[src/rtl/pw_cracker_pkg.sv]
// Shared types and constants for the password candidate path.
// CAND_DIGITS_EN widens the symbol set from 26 letters to letters plus digits.
package pw_cracker_pkg;

  localparam int SYM_W = 6;
`ifdef CAND_DIGITS_EN
  localparam int SYM_COUNT = 36;
`else
  localparam int SYM_COUNT = 26;
`endif
  localparam logic [SYM_W-1:0] SYM_MAX        = SYM_W'(SYM_COUNT - 1);
  localparam logic [7:0]       SYM_ALPHA_BASE = 8'h61;
  localparam logic [7:0]       SYM_DIGIT_BASE = 8'h30;

  typedef enum logic [1:0] {
    IDLE,
    EMIT,
    DONE
  } state_t;

endpackage

[src/rtl/pw_sym_map.sv]
// Maps a symbol index to its ASCII byte: 0..25 -> 'a'..'z'.
// With CAND_DIGITS_EN, 26..35 -> '0'..'9'.
module pw_sym_map
  import pw_cracker_pkg::*;
(
  input  logic [SYM_W-1:0] idx,
  output logic [7:0]       ch
);

  always_comb begin
    ch = SYM_ALPHA_BASE + 8'(idx);
`ifdef CAND_DIGITS_EN
    if (idx > 6'd25) begin
      ch = SYM_DIGIT_BASE + 8'(idx) - 8'd26;
    end
`endif
  end

endmodule

[src/rtl/pw_candidate_gen.sv]
// Exhaustive password candidate generator (shortest length first, odometer order)
// with a valid/ready output. CAND_DIGITS_EN adds '0'..'9' to the symbol set.
module pw_candidate_gen
  import pw_cracker_pkg::*;
#(
  parameter int MAX_LEN = 8
) (
  input  logic         clk,
  input  logic         reset,
  input  logic         start,
  input  logic [5:0]   start_len,
  input  logic         abort,
  input  logic         cand_ready,
  output logic         cand_valid,
  output logic [255:0] cand_data,
  output logic [63:0]  cand_length,
  output logic [63:0]  cand_count,
  output logic         busy,
  output logic         done
);

  localparam logic [5:0] MAX_LEN_L = 6'(MAX_LEN);

  state_t           state_reg, state_next;
  logic [SYM_W-1:0] idx_reg  [MAX_LEN];
  logic [SYM_W-1:0] idx_next [MAX_LEN];
  logic [SYM_W-1:0] idx_inc  [MAX_LEN];
  logic [5:0]       len_reg, len_next;
  logic             valid_reg, valid_next;
  logic [63:0]      count_reg, count_next;
  logic [MAX_LEN-1:0]   lane_pass;
  logic [8*MAX_LEN-1:0] packed_data;
  logic             overflow;

  // Lane gi is byte gi; inactive lanes pass the carry through untouched.
  generate
    for (genvar gi = 0; gi < MAX_LEN; gi++) begin : g_lane
      logic       lane_on;
      logic       lane_max;
      logic       carry_in;
      logic [7:0] ch;

      assign lane_on       = 6'(gi) < len_reg;
      assign lane_max      = (idx_reg[gi] == SYM_MAX);
      assign lane_pass[gi] = !lane_on || lane_max;

      if (gi == 0) begin : g_first
        assign carry_in = 1'b1;
      end else begin : g_rest
        assign carry_in = &lane_pass[gi-1:0];
      end

      assign idx_inc[gi] = (lane_on && carry_in)
                         ? (lane_max ? '0 : idx_reg[gi] + 6'd1)
                         : idx_reg[gi];

      pw_sym_map u_sym_map (
        .idx (idx_reg[gi]),
        .ch  (ch)
      );

      assign packed_data[8*gi +: 8] = lane_on ? ch : 8'h00;
    end
  endgenerate

  assign overflow = &lane_pass;

  always_comb begin
    state_next = state_reg;
    idx_next   = idx_reg;
    len_next   = len_reg;
    valid_next = valid_reg;
    count_next = count_reg;
    if (abort) begin
      state_next = IDLE;
      valid_next = 1'b0;
      count_next = '0;
    end else begin
      unique case (state_reg)
        IDLE: begin
          if (start) begin
            state_next = EMIT;
            len_next   = (start_len == 6'd0) ? 6'd1 : start_len;
            count_next = '0;
            for (int i = 0; i < MAX_LEN; i++) idx_next[i] = '0;
          end
        end
        EMIT: begin
          // First EMIT cycle only qualifies the freshly loaded length.
          if (!valid_reg) begin
            if (len_reg > MAX_LEN_L) state_next = DONE;
            else                     valid_next = 1'b1;
          end else if (cand_ready) begin
            count_next = count_reg + 64'd1;
            idx_next   = idx_inc;
            if (overflow) begin
              if (len_reg == MAX_LEN_L) begin
                valid_next = 1'b0;
                state_next = DONE;
              end else begin
                len_next = len_reg + 6'd1;
              end
            end
          end
        end
        DONE:    state_next = IDLE;
        default: state_next = IDLE;
      endcase
    end
  end

  always_ff @(posedge clk or posedge reset) begin
    if (reset) begin
      state_reg <= IDLE;
      len_reg   <= '0;
      valid_reg <= 1'b0;
      count_reg <= '0;
      for (int i = 0; i < MAX_LEN; i++) idx_reg[i] <= '0;
    end else begin
      state_reg <= state_next;
      len_reg   <= len_next;
      valid_reg <= valid_next;
      count_reg <= count_next;
      idx_reg   <= idx_next;
    end
  end

  assign cand_valid  = valid_reg;
  assign cand_data   = valid_reg ? 256'(packed_data) : '0;
  assign cand_length = valid_reg ? {58'd0, len_reg} : 64'd0;
  assign cand_count  = count_reg;
  assign busy        = (state_reg == EMIT);
  assign done        = (state_reg == DONE);

endmodule

[config.mk]
export PLATFORM = sky130hd
export DESIGN_NAME = pw_candidate_gen
export DESIGN_NICKNAME = d
export VERILOG_FILES = /design/src/rtl/pw_cracker_pkg.sv /design/src/rtl/pw_sym_map.sv /design/src/rtl/pw_candidate_gen.sv
export SDC_FILE = /design/constraint.sdc
export NUM_CORES = 1
export LEC_CHECK = 0
export BUFFER_PORTS_ARGS = -buffer_cell sky130_fd_sc_hd__buf_2
export CAP_MARGIN = 20
export CORE_AREA = 5 5 149 151
export CTS_BUF_LIST = sky130_fd_sc_hd__clkbuf_8
export CTS_CLUSTER_SIZE = 20
export DETAILED_ROUTE_END_ITERATION = 8
export DIE_AREA = 0 0 154 156
export GPL_TIMING_DRIVEN = 1
export PLACE_DENSITY = 0.76
export SYNTH_ARGS = -nofsm -noshare
export SYNTH_HDL_FRONTEND = slang
export SYNTH_SLANG_ARGS = --single-unit
[constraint.sdc]
create_clock -name clk -period 11.2 [get_ports clk]
set_clock_uncertainty 0.1 [all_clocks]
set_input_delay 2.24 -clock clk [delete_from_list [all_inputs] [get_ports clk]]
set_output_delay 2.24 -clock clk [all_outputs]
set_load 0.02 [all_outputs]
==> results.toml <==
[outcome]
status = "finished, final reports clean"

[critical_path]
path_max_fanout = 11
required_ps = 8860
worstSetupPathType = "flop to output port"
reg2reg_from = "cand_valid"
cp_num_buf_inv = 1
startpoint_type = "flop"
max_stage_delay_ps = 640
r2r_slack_ps = 7750
critical_path.endpoint_type = "output port"
worstPathCellList = "or4_1, o21ai_1, nor2_1, buf_2"
worstRegToRegCells = 6
arrival_ps = 2480
r2r-end = "idx_reg[44]"
worst-path-stages = 4
crit_family = "simple AND/OR/NAND/NOR gates"
worst_path_max_delay_cell = "or4_1"

[grt]
grt_max_degree = 76
antenna_found_initial = 0
overflow = 0
grt_pass1_wl_um = 35100
grt_usage = 0.175
grt_pass1_vias = 6903

[die]
die_area_um2 = 24000
pin_count = 398
design.core.area_um2 = 20700
start_util = 0.446
placementRows = 53
dieHeight_um = 156
die_x_um = 154

[cells_and_area]
syn2layout_area_growth_pct = 5.64
fillers = 2064
largest_reg_flops = 64
final_cells = 1550
nets = 1292
drive_gt1_frac = 0.156
diodes = 0

[timing]
drv_slew = 0
fin_crit_sh = 0.430
relSlewSlack = 0.300
rsz0062_at_grt = "no"
max_clock_freq_ghz = 0.208
setup_violations = 0
tightest_slew_ps = 1040
setup_tns_ps = 0
finalHoldViolations = 0
period_needed_ps = 4820

[clock_tree]
clk_pin_slew_ps = 80
cts_buffer_depth = 2
cts_hold_buffers = 0
cts_tree = "built"
numCtsBuffers = 17
clkSinkCount = 121
postCtsSetupBuffers = 0
cts_resized = 0
ctsHtreeMaxLevel = 4
root_buffer = "clkbuf_8"
clk_latency_ps = 450

[logic_synthesis]
yosysSeqAreaShare = 0.328
ys.warnings.count = 0
synth.top_cell.area_share = 0.328
synthCells = 1123
yosys-top-cells-area = "dfrtp_1 (33%), buf_4 (20%), nor2_1 (4.6%)"
syn_area_per_cell_um2 = 8.22
synth_seq_cells = 121
synth_area_um2 = 9240
ys_types = 69
synth_top_area_cell = "dfrtp_1"
synth_edf_count = 0
ys_async_sr_fraction = 1.00
synthFlopType = "dfrtp_1"

[placement]
numPortBuffers = 147
place_inst = 1518
gp_congestion = 0.876
dp_hpwl_um = 16800

[min_path]
hp-class = "flop to flop"
min_to = "cand_count[12]"
hold_depth = 1
min_from = "cand_count[12]"

[power_and_ir_drop]
p_leak_nw = 4.76
ir_drop_mv = 0.0674
p_per_area_nw_per_um2 = 120
power_mw = 1.17

[routing]
drt-pass1-iter-count = 6
antenna_left = 0
wirelength_um = 22300
vias_per_cell = 4.95
via_count = 7675
wl_per_cell_um = 14.4
drt-initial-drc-count = 381
remaining_drc_errors = 0

[job]
drv_cap = 0
## cells in the final DEF, fill, tap and decap left out, drive strengths merged, types with 19 or more instances in the layout
master	count
buf	153
dfrtp	121
and3	21
nand2b	24
o21ai	76
nor3	44
conb	250
a21oi	44
inv	37
ha	19
nand2	61
xnor2	41
nand4	22
or3	20
nand3	47
nor2	115
## how the worst max path moves through the flow
stage / startpoint / end / slack (ps)
after CTS: len_reg[5] / cand_data[10] / 6330
after detailed placement: cand_ready / idx_reg[32] / 6240
after global placement: cand_ready / idx_reg[34] / 6310
after global routing: len_reg[5] / cand_data[11] / 6190
final: len_reg[2] / cand_data[10] / 6380
after floorplan: reset / cand_count[0] / 5650
## cell usage after synthesis (24+ instances only)
master and number:
o21ai_0 70, buf_4 250, nand2b_1 24, nand3_1 47, clkbuf_1 27, nor2_1 114
nor3_1 43, xnor2_1 41, inv_1 36, a21oi_1 44, dfrtp_1 121, nand2_1 61
## power breakdown
part           switching [mW]  internal [mW]  total (mW)
Sequential             0.0332          0.449       0.482
Clock                   0.182          0.284       0.466
Combinational           0.175         0.0452       0.220
## logic make-up (layout without fill, tap and decap cells)
group,Yosys count,after routing,share of synthesized area
simple gates,417,417,0.232
mux,4,4,0.00447
flops,121,121,0.328
fa+ha+maj,19,19,0.0257
buf+inv,318,221,0.233
compound gates,185,185,0.122
other cells,1,250,0.000406
xor+xnor,58,58,0.0550
## final cells by class
class                      count  area, um2  area share
clock buffer                  17        234      0.0240
timing repair buffer         153        781      0.0800
multi-input combinational    933       5000       0.513
sequential                   121       3030       0.310
tap                          275        344      0.0353
clock inverter                15        231      0.0237
inverter                      36        138      0.0141
## worst register-to-register path: stages, from the launching register on
cell     delay, ps
dfrtp_1        770
nand3_1        140
a21oi_1        610
and2_0         870
o21ai_0        470
o21ai_0        270
o21ai_0        100
## routing by layer
| layer | track usage | share of wire | vias up |
|---|---|---|---|
| li1 | - | - | 3660 |
| met1 | 0.224 | 0.40 | 3618 |
| met2 | 0.283 | 0.48 | 370 |
| met3 | 0.0588 | 0.11 | 27 |
| met4 | 0.0534 | 0.016 | 0 |
| met5 | 0 | 0 | - |
## stage by stage
stage	util	hold slack (ps)	cell area, um2	setup WS (ps)
2_1_floorplan	-	386	10200	5650
3_3_place_gp	0.449	404	9290	6310
3_5_place_dp	0.449	402	9290	6240
4_1_cts	0.472	414	9760	6330
5_1_grt	0.472	442	9760	6190
6_report	0.472	411	9760	6380
Power figures use the tool's default switching activity.
